### config.mk
export PLATFORM = sky130hd
export DESIGN_NAME = v188_mem_arbiter
export DESIGN_NICKNAME = d
export VERILOG_FILES = /design/src/rtl/v188_bus_pkg.sv /design/src/rtl/v188_wait_timer.sv /design/src/rtl/v188_mem_arbiter.sv
export SDC_FILE = /design/constraint.sdc
export NUM_CORES = 1
export LEC_CHECK = 0
export ABC_AREA = 0
export CORE_MARGIN = 5
export CORE_UTILIZATION = 38
export DETAILED_ROUTE_END_ITERATION = 8
export GPL_ROUTABILITY_DRIVEN = 0
export PLACE_DENSITY = 0.76
export SYNTH_ARGS = -nofsm -noshare
export SYNTH_HDL_FRONTEND = slang
export SYNTH_SLANG_ARGS = --single-unit
### constraint.sdc
create_clock -name clk -period 1.6 [get_ports clk]
set_input_delay 0.32 -clock clk [delete_from_list [all_inputs] [get_ports clk]]
set_output_delay 0.32 -clock clk [all_outputs]
set_load 0.01 [all_outputs]
### src/rtl/v188_bus_pkg.sv
// Shared types and constants for the V188 external memory bus arbiter.
package v188_bus_pkg;
    localparam int V188_AW = 20;
    localparam int V188_DW = 8;

    typedef enum logic [1:0] {IDLE = 2'd0, ACCESS = 2'd1, ACK = 2'd2} arb_state_t;
    typedef enum logic {OWN_CPU = 1'b0, OWN_DMA = 1'b1} owner_t;

    // Wait-counter width; a zero timeout still gets a minimal 1-bit counter.
    function automatic int cntWidth(input int timeout);
        return (timeout < 1) ? 1 : $clog2(timeout + 1);
    endfunction
endpackage

### src/rtl/v188_wait_timer.sv
// Saturating wait counter for the ready timeout; expired flags the last allowed ACCESS cycle.
module v188_wait_timer
    import v188_bus_pkg::*;
#(
    parameter int TIMEOUT = 255
) (
    input  logic clk,
    input  logic reset_n,
    input  logic clear,
    input  logic enable,
    output logic expired
);
    localparam int CW = cntWidth(TIMEOUT);

    logic [CW-1:0] count;

    always_ff @(posedge clk or negedge reset_n) begin
        if (!reset_n) begin
            count <= '0;
        end else if (clear) begin
            count <= '0;
        end else if (enable && count != '1) begin
            count <= count + CW'(1);
        end
    end

    assign expired = (TIMEOUT != 0) && (int'(count) == TIMEOUT - 1);
endmodule

### src/rtl/v188_mem_arbiter.sv
// Two-port (CPU/DMA) arbiter for the V188 8-bit external memory bus: one registered
// single-byte transfer at a time, round-robin or fixed CPU priority, ready timeout abort.
module v188_mem_arbiter
    import v188_bus_pkg::*;
#(
    parameter int AW            = V188_AW,
    parameter int DW            = V188_DW,
    parameter int TIMEOUT       = 255,
    parameter int CPU_FIXED_PRI = 0
) (
    input  logic          clk,
    input  logic          reset_n,
    input  logic          c_req,
    input  logic          c_wr,
    input  logic [AW-1:0] c_addr,
    input  logic [DW-1:0] c_wdata,
    output logic          c_ack,
    output logic          c_err,
    output logic [DW-1:0] c_rdata,
    input  logic          d_req,
    input  logic          d_wr,
    input  logic [AW-1:0] d_addr,
    input  logic [DW-1:0] d_wdata,
    output logic          d_ack,
    output logic          d_err,
    output logic [DW-1:0] d_rdata,
    output logic [AW-1:0] a,
    output logic [DW-1:0] dout,
    output logic          mrdout,
    output logic          mwrout,
    input  logic          ready,
    input  logic [DW-1:0] din,
    output logic          owner,
    output logic          busy
);
    arb_state_t    state;
    owner_t        rrLast;
    logic          grantDma;
    logic          selWr;
    logic [AW-1:0] selAddr;
    logic [DW-1:0] selWdata;
    logic          tmrExpired;
    logic          done;

    // DMA wins only alone, or on a round-robin tie when the CPU was served last.
    always_comb begin
        grantDma = d_req && (!c_req || (CPU_FIXED_PRI == 0 && rrLast == OWN_CPU));
        selWr    = grantDma ? d_wr    : c_wr;
        selAddr  = grantDma ? d_addr  : c_addr;
        selWdata = grantDma ? d_wdata : c_wdata;
        done     = ready || tmrExpired;
    end

    v188_wait_timer #(.TIMEOUT(TIMEOUT)) uTimer (
        .clk     (clk),
        .reset_n (reset_n),
        .clear   (state == IDLE),
        .enable  (state == ACCESS && !ready),
        .expired (tmrExpired)
    );

    always_ff @(posedge clk or negedge reset_n) begin
        if (!reset_n) begin
            state   <= IDLE;
            rrLast  <= OWN_DMA;
            a       <= '0;
            dout    <= '0;
            mrdout  <= 1'b0;
            mwrout  <= 1'b0;
            owner   <= 1'b0;
            busy    <= 1'b0;
            c_ack   <= 1'b0;
            c_err   <= 1'b0;
            c_rdata <= '0;
            d_ack   <= 1'b0;
            d_err   <= 1'b0;
            d_rdata <= '0;
        end else begin
            c_ack <= 1'b0;
            c_err <= 1'b0;
            d_ack <= 1'b0;
            d_err <= 1'b0;
            case (state)
                IDLE: begin
                    if (c_req || d_req) begin
                        a      <= selAddr;
                        dout   <= selWdata;
                        owner  <= grantDma;
                        mwrout <= selWr;
                        mrdout <= !selWr;
                        busy   <= 1'b1;
                        state  <= ACCESS;
                    end
                end
                ACCESS: begin
                    if (done) begin
                        mrdout <= 1'b0;
                        mwrout <= 1'b0;
                        state  <= ACK;
                        // Ready takes precedence over a coincident timeout.
                        if (owner) begin
                            d_ack <= 1'b1;
                            d_err <= !ready;
                            if (mrdout) d_rdata <= ready ? din : '1;
                        end else begin
                            c_ack <= 1'b1;
                            c_err <= !ready;
                            if (mrdout) c_rdata <= ready ? din : '1;
                        end
                    end
                end
                ACK: begin
                    busy   <= 1'b0;
                    rrLast <= owner ? OWN_DMA : OWN_CPU;
                    state  <= IDLE;
                end
                default: state <= IDLE;
            endcase
        end
    end
endmodule

==> results by group <==
Cells and area
  – Final nets: 481
  – ANT cells: 0
  – Final Util: roughly two thirds
  – Commonest non-fill, non-tap cell in the layout: clkdlybuf4s50_1
  – Share of layout cells above drive strength 1: 16.2%
  – Commonest non-fill, non-tap cells in the layout: clkdlybuf4s50_1 (85), dfrtp_1 (62), nand2_1 (41), mux2i_1 (34), dlymetal6s2s_1 (34)
  – Area grow syn2layout: 68.3%

Die
  – Starting density of the core: 39.0%
  – Area of the core: 0.00725 mm2
  – Die Y: 96.3 um
  – Row Count: 31
  – Die width: 96.3 um
  – I/O pin count: about 120
  – Die area: just over 0.009 mm2

Clock network
  – CTS sink cnt: 63
  – H-tree depth: 3
  – CTS tree: done
  – CTS Buf Count: 9
  – Clk_lat worst skew: approximately 0.34 ns
  – Root buf cell: clkbuf_8
  – CTS Buffer Depth: 2
  – Reg clk slew, reported paths: about 0.080 ns

Worst setup path
  – Critical Path Start Type: flop
  – Crit-path leading delay family: buffers and inverters
  – Slowest Stage Delay on Critical Path: approximately 0.55 ns
  – CP Max Fanout: 2
  – Critical path class: reg -> out
  – Slowest CP cell: clkdlybuf4s50_1
  – Reg2Reg Depth: 6
  – Worst endpoint required time: ~1.3 ns
  – Number of cells on the critical path: 1
  – Critical Path End Type: primary output
  – WP buf/inv: 1
  – Critical Path AT: around 1.2 ns
  – Critical Path, Cell by Cell: clkdlybuf4s50_1

Yosys
  – Syn nets: approximately 330
  – Asr flop ratio synth: 100%
  – Post-synthesis cell area: 0.00283 mm2
  – Syn Area/Cell: approximately 11 um2
  – Flops & latches, synth: 63
  – Netlist cell types: 36
  – Most common flop cell mapped by yosys: dfrtp_1
  – Number of synthesized flops with an enable pin: 0
  – Synth Instances: between 200 and 300
  – YS warnings: 0
  – Share of the yosys chip area belonging to registers: between 50 and 60%

Global route
  – Largest net degree at the start of global routing: 37
  – Global route total overflow: 0
  – GR Util All Layers: 17.3%
  – Antenna violations before repair: 0
  – First-pass GRT wire length: approximately 12000 um
  – Vias in the first global route: approximately 2600

Job
  – Max cap viols: 0

Detailed routing
  – Wire per inst: between 15 and 20 um
  – DRT Pass-1 Iters: 4
  – Initial DRC count: 34
  – Drt drc: 0
  – Routed WL: roughly 7700 um
  – Vias per cell: 4.75
  – Via count: ~2400
  – Antenna Nets Post-Route: 0

Timing
  – Fin. Hold Viols: 0
  – Max_slew headroom: approximately 70%
  – Least-Margin Pin Slew: roughly 0.47 ns
  – Slew Viols, Final: 0
  – Clock Skews: approximately 0.0074 ns
  – Post-route minimum period: 1.56 ns
  – RSZ-0062 raised after global routing: yes
  – Max Freq: approximately 640 MHz
  – Setup WS post-layout: a little over 0.04 ns
  – # setup viols final: 0
  – Final Cycle Share: 97.4%

Run status
  – Run status: finished clean

Placed design
  – IO Port Bufs: between 100 and 150
  – Worst slack, placed: -0.174 ns
  – Post-DP HPWL: 6050 um

Power and ir drop
  – Power per cell area: 1590 mW/mm2
  – Pleak: roughly 0.0024 uW
  – VDD IR max: approximately 0.00062 V

Hold path
  – Hold crit path type: in -> async
-- per-stage QoR --
step	setup TNS (ns)	area, um2	hold slack (ns)	instances	power, uW
2_1_floorplan	0	2830	0.0244	253	4070
3_3_place_gp	-3.34	4420	0.296	493	6070
3_5_place_dp	-4.76	4420	0.302	493	6160
4_1_cts	0	4670	0.466	511	7780
5_1_grt	-0.0440	4760	0.504	512	8090
6_report	0	4760	0.473	512	7560
-- cells in the mapped netlist, types with 2 or more instances --
cell / instances / area (um2)
clkbuf_1: 9 / 33.8
buf_2: 3 / 15.0
o21ai_1: 2 / 10.0
inv_1: 4 / 15.0
nor2_1: 16 / 60.1
xnor2_1: 3 / 26.3
o32a_1: 9 / 90.1
dfrtp_1: 62 / 1550
a2bb2oi_1: 7 / 61.3
mux2i_1: 34 / 340
nand2b_1: 2 / 12.5
and4_1: 2 / 17.5
nand2_1: 41 / 154
nor2b_1: 2 / 12.5
o21ai_0: 31 / 155
nor3_1: 3 / 15.0
nand3_1: 3 / 15.0
ha_1: 2 / 25.0
-- area by class of cell --
class | instances | area, um2
clock buffer | 9 | 124
inverter | 5 | 18.8
sequential | 63 | 1580
multi-input combinational | 172 | 1200
fill | 596 | 2490
clock inverter | 7 | 103
timing repair buffer | 157 | 1610
tap | 99 | 124
-- path summary, 6_finish.rpt --
check | start | to | slack [ns]
setup / recovery | a[0] | a[0] | 0.04
hold / removal | reset_n | a[16] | 0.47
setup reg to reg | uTimer.count[0] | d_rdata[3] | 0.05
hold reg to reg | dout[6] | dout[6] | 0.48
max in group asynchronous | reset_n | d_ack | 0.64
min in group clk | dout[6] | dout[6] | 0.48
-- report_power, final --
part	internal, uW	switching [uW]
Combinational	1810	1520
Clock	896	683
Sequential	2270	377
-- registers in the layout, indices dropped and copies added, names as in the netlist --
| signal | cells |
|---|---|
| c_rdata | 8 |
| mrdout | 1 |
| d_rdata | 8 |
| d_ack | 1 |
| owner | 1 |
| state | 2 |
| d_err | 1 |
| a | 20 |
| c_ack | 1 |
| c_err | 1 |
| dout | 8 |
| busy | 1 |
| mwrout | 1 |
| uTimer.count | 8 |
| rrLast | 1 |
-- per-layer routing --
layer  vias up  track usage (%)  wire length [um]
met5         -                0                 0
met4         0             6.19                69
met3         6             5.32               538
met2        87             28.6              3920
met1      1136             21.3              3200
li1       1205                -                 -
-- cells by family (layout without fill, tap and decap cells) --
group	count (synthesis)	after routing	share of synthesized area [%]
AO/OA/AOI/OAI	55	55	14.5
multiplexers	35	35	12.4
buffers and inverters	18	178	2.78
flip-flops	63	63	55.7
AND/OR/NAND/NOR	77	77	12.7
adder cells (fa/ha/maj)	2	2	0.884
XOR/XNOR	3	3	0.929
-- what timing repair did --
| item | CTS | global route |
|---|---|---|
| endpoints found under the hold margin | 14 | 0 |
| pin swaps | 0 | 2 |
| hold buffers | 1 | 0 |
| setup endpoints to repair | 4 | 44 |
| gates resized for setup | 3 | 36 |
| setup buffers | 1 | 1 |
(Power assumes the default switching activity.)
